File: config.mk
export PLATFORM = sky130hd
export DESIGN_NAME = mem_port_arbiter
export DESIGN_NICKNAME = d
export VERILOG_FILES = /design/src/rtl/mem_port_arbiter.sv
export SDC_FILE = /design/constraint.sdc
export NUM_CORES = 1
export LEC_CHECK = 0
export BUFFER_PORTS_ARGS = -buffer_cell sky130_fd_sc_hd__buf_2
export CAP_MARGIN = 10
export CORE_MARGIN = 2
export CORE_UTILIZATION = 45
export DETAILED_ROUTE_END_ITERATION = 12
export GPL_ROUTABILITY_DRIVEN = 0
export GPL_TIMING_DRIVEN = 0
export MAX_ROUTING_LAYER = met4
export PLACE_DENSITY = 0.81
export SYNTH_ARGS = -nofsm -noshare
export SYNTH_HDL_FRONTEND = slang
export SYNTH_HIERARCHICAL = 1
export SYNTH_SLANG_ARGS = --single-unit
File: constraint.sdc
create_clock -name clk -period 2.1 [get_ports clk]
set_input_delay 0.315 -clock clk [delete_from_list [all_inputs] [get_ports clk]]
set_output_delay 0.315 -clock clk [all_outputs]
set_load 0.03 [all_outputs]
File: src/rtl/mem_port_arbiter.sv
// Two-master round-robin arbiter and access sequencer for the shared data-memory/MMIO port.
// Every transfer runs IDLE -> [WAIT] -> ACCESS -> RESP; only ACCESS touches mem_en/mem_we.

module mem_port_arbiter_slot #(
  parameter logic ID = 1'b0
) (
  input  logic grant_en,
  input  logic win,
  input  logic resp,
  input  logic id_q,
  output logic gnt,
  output logic rvalid
);
  assign gnt    = grant_en & (win == ID);
  assign rvalid = resp & (id_q == ID);
endmodule

module mem_port_arbiter #(
  parameter int          IO_WAIT   = 2,
  parameter logic [23:0] MMIO_PAGE = 24'h0000ff
) (
  input  logic        clk,
  input  logic        rstn,
  input  logic        req0,
  input  logic        req1,
  input  logic        we0,
  input  logic        we1,
  input  logic [31:0] addr0,
  input  logic [31:0] addr1,
  input  logic [31:0] wdata0,
  input  logic [31:0] wdata1,
  output logic        gnt0,
  output logic        gnt1,
  output logic        rvalid0,
  output logic        rvalid1,
  output logic [31:0] rdata,
  output logic        busy,
  output logic [31:0] mem_a,
  output logic [31:0] mem_d,
  output logic        mem_we,
  output logic        mem_en,
  input  logic [31:0] mem_spo
);
  localparam int NUM_M = 2;

  localparam logic [1:0] IDLE   = 2'd0;
  localparam logic [1:0] WAIT   = 2'd1;
  localparam logic [1:0] ACCESS = 2'd2;
  localparam logic [1:0] RESP   = 2'd3;

  localparam bit         HAS_WAIT = (IO_WAIT != 0);
  localparam logic [3:0] CNT_INIT = HAS_WAIT ? 4'(IO_WAIT - 1) : 4'd0;

  typedef struct packed {
    logic        we;
    logic [31:0] addr;
    logic [31:0] wdata;
  } mreq_t;

  mreq_t [NUM_M-1:0] mreq;
  logic  [NUM_M-1:0] req_v, gnt_v, rvalid_v;

  logic [1:0]  state_q, state_d;
  logic        last_q, last_d;
  logic [3:0]  cnt_q, cnt_d;
  logic        id_q, id_d;
  logic        we_q, we_d;
  logic [31:0] addr_q, addr_d;
  logic [31:0] wdata_q, wdata_d;
  logic [31:0] rdata_q, rdata_d;

  logic grant_en, win;

  assign mreq[0] = '{we: we0, addr: addr0, wdata: wdata0};
  assign mreq[1] = '{we: we1, addr: addr1, wdata: wdata1};
  assign req_v   = {req1, req0};

  // Gated by rstn so no grant is shown while the block is held in reset.
  assign grant_en = rstn & (state_q == IDLE) & (|req_v);
  // M1 wins if it is alone, or on a tie when M0 was served last.
  assign win      = req_v[1] & (~req_v[0] | ~last_q);

  for (genvar g = 0; g < NUM_M; g++) begin : g_slot
    mem_port_arbiter_slot #(.ID(1'(g))) u_slot (
      .grant_en (grant_en),
      .win      (win),
      .resp     (state_q == RESP),
      .id_q     (id_q),
      .gnt      (gnt_v[g]),
      .rvalid   (rvalid_v[g])
    );
  end

  always_comb begin
    state_d = state_q;
    last_d  = last_q;
    cnt_d   = cnt_q;
    id_d    = id_q;
    we_d    = we_q;
    addr_d  = addr_q;
    wdata_d = wdata_q;
    rdata_d = rdata_q;
    case (state_q)
      IDLE: begin
        if (grant_en) begin
          id_d    = win;
          last_d  = win;
          we_d    = mreq[win].we;
          addr_d  = mreq[win].addr;
          wdata_d = mreq[win].wdata;
          if (HAS_WAIT && (addr_d[31:8] == MMIO_PAGE)) begin
            state_d = WAIT;
            cnt_d   = CNT_INIT;
          end else begin
            state_d = ACCESS;
          end
        end
      end
      WAIT: begin
        if (cnt_q == 4'd0) state_d = ACCESS;
        else               cnt_d   = cnt_q - 4'd1;
      end
      ACCESS: begin
        if (!we_q) rdata_d = mem_spo;
        state_d = RESP;
      end
      default: state_d = IDLE;
    endcase
  end

  always_ff @(posedge clk or negedge rstn) begin
    if (!rstn) begin
      state_q <= IDLE;
      last_q  <= 1'b1;
      cnt_q   <= 4'd0;
      id_q    <= 1'b0;
      we_q    <= 1'b0;
      addr_q  <= '0;
      wdata_q <= '0;
      rdata_q <= '0;
    end else begin
      state_q <= state_d;
      last_q  <= last_d;
      cnt_q   <= cnt_d;
      id_q    <= id_d;
      we_q    <= we_d;
      addr_q  <= addr_d;
      wdata_q <= wdata_d;
      rdata_q <= rdata_d;
    end
  end

  // Strobes decode from state only, so they drop the instant rstn asserts.
  assign mem_en  = (state_q == ACCESS);
  assign mem_we  = mem_en & we_q;
  assign mem_a   = addr_q;
  assign mem_d   = wdata_q;
  assign busy    = (state_q != IDLE);
  assign rdata   = rdata_q;
  assign gnt0    = gnt_v[0];
  assign gnt1    = gnt_v[1];
  assign rvalid0 = rvalid_v[0];
  assign rvalid1 = rvalid_v[1];

endmodule
==> results of run 1 <==
## cells in the final DEF (no fill, tap or decap), types with 2 or more instances in the layout
cell | netlist | layout
clkinvlp_4 | 0 | 2
mux2_1 | 32 | 32
a21oi_1 | 4 | 4
nand4b_1 | 2 | 2
o22ai_1 | 3 | 3
o21ai_1 | 65 | 65
buf_6 | 0 | 5
clkbuf_8 | 0 | 9
buf_4 | 3 | 8
and4b_1 | 2 | 2
nand3_1 | 5 | 5
or3_1 | 2 | 2
inv_1 | 7 | 6
nor3_1 | 2 | 2
nand4_1 | 2 | 2
clkbuf_2 | 0 | 4
nor4bb_1 | 2 | 2
mux2i_1 | 65 | 65
buf_2 | 6 | 268
nor2b_4 | 2 | 2
dfrtp_1 | 104 | 104
nand2_1 | 73 | 73
o31ai_1 | 4 | 4
nor4_1 | 7 | 7
and2_1 | 3 | 3
clkbuf_1 | 12 | 12
ha_1 | 5 | 5
buf_1 | 6 | 3
## sequential cells by signal, summed over array words and instances (netlist names)
register  cells
rdata        32
mem_a        32
mem_d        32
cnt_q         4
state_q       2
we_q          1
last_q        1
id_q          1
## cell type report
| class | count | area share [%] |
|---|---|---|
| Sequential cell | 105 | 39.5 |
| Timing Repair Buffer | 274 | 21.4 |
| Inverter | 8 | 0.489 |
| Tap cell | 136 | 2.56 |
| Buffer | 26 | 2.05 |
| Clock inverter | 5 | 0.602 |
| Multi-Input combinational cell | 297 | 31.5 |
| Clock buffer | 10 | 1.92 |
## metal layers
layer / track usage (%) / wire (µm)
met1: 27.6 / 5510
met2: 41.8 / 7180
met3: 4.10 / 844
met4: 5.95 / 206
met5: - / 0
## logic make-up (layout without fill, tap and decap cells)
logic type	count (synthesis)	after routing	share of synthesized area, %
simple gates	106	106	10.4
compound gates	89	89	10.4
mux	97	97	20.8
fa+ha+maj	5	5	1.29
flops	105	105	54.1
buf+inv	35	323	3.09
## final timing paths
kind	startpoint	end	slack, ns	depth (start not counted)
max in group asynchronous	rstn	mem_d[3]	1.37	2
worst max-delay path	last_q	cnt_q[1]	0.10	6
worst min-delay path	rstn	rdata[22]	0.008	1
worst max register to register	last_q	cnt_q[1]	0.10	6
min in group clk	mem_spo[4]	rdata[4]	0.17	2
worst min register to register	rdata[11]	rdata[11]	0.48	1
## critical path, stage by stage, from the launching register on
cell	delay, ns
dfstp_2	0.55
a21boi_1	0.06
clkbuf_2	0.16
or3_1	0.43
o221ai_1	0.36
nand3_1	0.14
a22o_1	0.20
## what timing repair did
item | in CTS | in global routing
setup buffers | 5 | 0
endpoints found under the setup margin | 26 | 29
gates resized for setup | 13 | 5
pin swaps | 0 | 0
gates cloned | 0 | 0
## through the flow
step	instance area, µm²	instances	power [µW]	setup slack, ns
finish	6660	861	10100	0.102
global placement	6370	841	8740	-1.76
global route	6660	861	10800	0.00716
CTS	6650	861	10200	0.0303
floorplan	4860	437	7200	0.0921
detailed placement	6400	842	8970	-0.344
## power breakdown
part | switching, µW | leakage, µW | internal [µW] | total [µW]
registers | 506 | 0.00129 | 3000 | 3510
clock network | 681 | 0.0000807 | 437 | 1120
logic | 3680 | 0.00209 | 1820 | 5490
total | 4860 | 0.00345 | 5260 | 10100
==> results_dict.tcl, run 1 <==
set metrics [dict create \
    outcome "completed" \
    ys_top_cells_by_count "104 x dfrtp_1, 73 x nand2_1, 65 x mux2i_1, 65 x o21ai_1, 32 x mux2_1" \
    wl_per_cell_um 16.0 \
    netlist_instances 437 \
    htreeDepth 3 \
    finalWirelength_um 13700 \
    synth.avg_cell_area_um2 11.1 \
    max_freq_mhz 501 \
    drt-initial-drc-count 139 \
    synth_top_area_share_pct 53.5 \
    first_pass_iters 4 \
    die_area_um2 11700 \
    overflow 0 \
    antennaDiodeCount 0 \
    die_h_um 108 \
    yosysMostFrequentCell "dfrtp_1" \
    yosysSeqAreaShare_pct 54.1 \
    coreArea_um2 10400 \
    synth-seq-cells 105 \
    initial_core_util_pct 46.7 \
    cp_data_arrival_time_ns 2.24 \
    synth_nets 608 \
    crit_type "reg -> reg" \
    cp-end-kind "flip-flop" \
    nNetsFinal 892 \
    setup_viol 0 \
    start_kind "flip-flop" \
    yosys.cell_types.count 43 \
    crit_fanout 7 \
    path_clk_slew_ns 0.10 \
    vias 4395 \
    grt_max_degree 58 \
    maxCapViolCount 0 \
    fin_util_pct 63.9 \
    cts_tree "yes" \
    ant_nets 0 \
    regArea_um2 2630 \
    drive_gt1_share_pct 42.5 \
    hold_violations 0 \
    hp-class "in -> async" \
    drc 0 \
    cellLeakagePower_uw 0.00345 \
    netlist.top_cell.by_area "dfrtp_1" \
    synthesis.area_um2 4860 \
    synth-async-reset-ratio_pct 100 \
    postCtsHoldBufs 0 \
    clock_skew_ns 0.0124 \
    clock-sinks 105 \
    antenna_found_initial 0 \
    row_count 37 \
    dieWidth_um 108 \
    io_pins 269 \
    power_density_nw_per_um2 1520 \
    clk_latency_ns 0.36 \
    tns_ns 0 \
    max-vdd-ir-drop_uv 859 \
    period_needed_ns 2.00 \
    grt_pass1_vias 4226 \
    root_buffer "clkbuf_8" \
    grt_pass1_wl_um 20800 \
    worst_slew_pin_slew_ns 0.749 \
    rsz0062_at_grt "false" \
    period_share_pct 95.1 \
    max_slew_margin_pct 50.0 \
    synth.area.top_cells "dfrtp_1 54%, mux2i_1 13%, mux2_1 7.4%" \
    critPathRequiredTime_ns 2.34 \
    multi_input_area_um2 2100 \
    ys_warn_count 6 \
    syn_to_final_growth_pct 36.8 \
    slew_viol_final 0 \
    synth_edf_count 0 \
    fill_cells 894 \
    dpl.hpwl_um 11100 \
    cts_buffer_depth 2 \
    grt_usage_pct 23.5 \
    ys_dominant_reg_cell "dfrtp_1" \
    io_buffers 268 \
    via_per_inst 5.10 \
    cts_buffers 9 \
    holdWs_ns 0.00821 \
]
Note: power is estimated with default switching activity, not from simulation.
==> run 2, diff against run 1 <==
ABC_CLOCK_PERIOD_IN_PS = 2100   (was default)
CELL_PAD_IN_SITES_DETAIL_PLACEMENT = 1   (was default)
CELL_PAD_IN_SITES_GLOBAL_PLACEMENT = 1   (was default)
CORE_UTILIZATION = 33   (was 45)
TNS_END_PERCENT = 30   (was default)
==> results_dict.tcl, run 2 (synthesis results as in run 1) <==
set metrics [dict create \
    outcome "completed" \
    critPathRequiredTime_ns 1.78 \
    die_area_um2 15700 \
    initial_core_util_pct 33.6 \
    grt_pass1_vias 4900 \
    drc 0 \
    antenna_found_initial 0 \
    row_count 44 \
    final_common_cell "buf_2" \
    dpl.hpwl_um 13300 \
    period_needed_ns 2.05 \
    tns_ns 0 \
    grt-busiest-layer "met2" \
    total_power_uw 11000 \
    drt-initial-drc-count 142 \
    first_pass_iters 4 \
    start_kind "flip-flop" \
    ant_nets 0 \
    drive_gt1_share_pct 43.3 \
    clk_latency_ns 0.35 \
    max_freq_mhz 489 \
    cp-end-kind "primary output" \
    path_clk_slew_ns 0.07 \
    syn_to_final_growth_pct 42.3 \
    final_cell_mix "271 x buf_2, 104 x dfrtp_1, 73 x nand2_1, 65 x mux2i_1, 65 x o21ai_1" \
    period_share_pct 97.5 \
    cp_data_arrival_time_ns 1.73 \
    power_density_nw_per_um2 1590 \
    via_per_inst 4.93 \
    final_area_um2 6920 \
    die_h_um 125 \
    grt_use_met3_pct 4.75 \
    io_pins 269 \
    overflow 0 \
    clock-sinks 105 \
    cts_tree "yes" \
    rsz0062_at_grt "true" \
    hp-class "in -> async" \
    grt_pass1_wl_um 26800 \
    max_slew_margin_pct 44.3 \
    maxCapViolCount 0 \
    coreArea_um2 14500 \
    cts_buffer_depth 2 \
    grt_max_degree 66 \
    cellLeakagePower_uw 0.00356 \
    htreeDepth 3 \
    finalWirelength_um 16900 \
    slew_viol_final 0 \
    fill_cells 1697 \
    grt_use_met2_pct 38.7 \
    crit_type "reg -> out" \
    vias 4499 \
    root_buffer "clkbuf_16" \
    hold_violations 0 \
    nNetsFinal 894 \
    dpl_cell_area_um2 6460 \
    io_buffers 268 \
    clock_skew_ns 0.00553 \
    max-vdd-ir-drop_uv 492 \
    holdWs_ns 0.0318 \
    dieWidth_um 125 \
    antennaDiodeCount 0 \
    setup_viol 0 \
    crit_fanout 7 \
    grt_usage_pct 22.3 \
    cts_buffers 9 \
    wl_per_cell_um 18.5 \
    grt_use_met1_pct 25.9 \
    worst_slew_pin_slew_ns 0.833 \
]
run 2: where the power goes:
group / switching (µW) / internal (µW)
sequential: 541 / 3010
combinational: 3790 / 1830
clock: 769 / 1080
total: 5100 / 5920
run 2: worst max-delay path: stages, from the launching register on:
cell and delay [ns]:
dfrtp_1 0.42, inv_2 0.09, ha_1 0.16, buf_6 0.11, o211ai_4 0.09, buf_8 0.15
inv_4 0.08, and2_1 0.16, buf_6 0.14
run 2: area by class of cell:
type | instances | area [µm²] | area share (%)
repair buffers | 276 | 1450 | 21.0
inverters | 8 | 32.5 | 0.470
well taps | 184 | 230 | 3.33
clock buffers | 10 | 239 | 3.45
clock inverters | 6 | 90.1 | 1.30
multi-input cells | 297 | 2100 | 30.4
plain buffers | 26 | 144 | 2.08
flip-flops and latches | 105 | 2630 | 38.0
run 2: repair_timing:
item	CTS	global route
hold buffers	2	0
endpoints found under the hold margin	24	0
setup buffers	5	0
gates resized for setup	16	8
setup endpoints to repair	103	19
run 2: final timing paths:
check / depth (start not counted) / endpoint / slack (ns) / startpoint
setup / recovery: 8 / gnt1 / 0.05 / state_q[1]
hold / removal: 2 / rdata[3] / 0.03 / rstn
setup reg to reg: 6 / cnt_q[1] / 0.11 / last_q
hold reg to reg: 1 / rdata[4] / 0.48 / rdata[4]
max in group asynchronous: 2 / mem_a[4] / 0.81 / rstn
min in group clk: 2 / rdata[16] / 0.19 / mem_spo[16]
run 2: layer usage:
layer | vias to the layer above | routed length, µm
li1 | 2122 | -
met1 | 2175 | 6720
met2 | 178 | 8790
met3 | 24 | 1050
met4 | 0 | 294
met5 | - | 0
run 2: through the flow:
stage | utilization [%] | std cells | setup slack (ns)
after floorplan | - | 437 | 0.0921
after global placement | 44.4 | 889 | -1.99
after detailed placement | 44.7 | 890 | -0.337
after CTS | 47.6 | 912 | 0.0388
after global routing | 47.8 | 912 | -0.0359
final | 47.8 | 912 | 0.0532
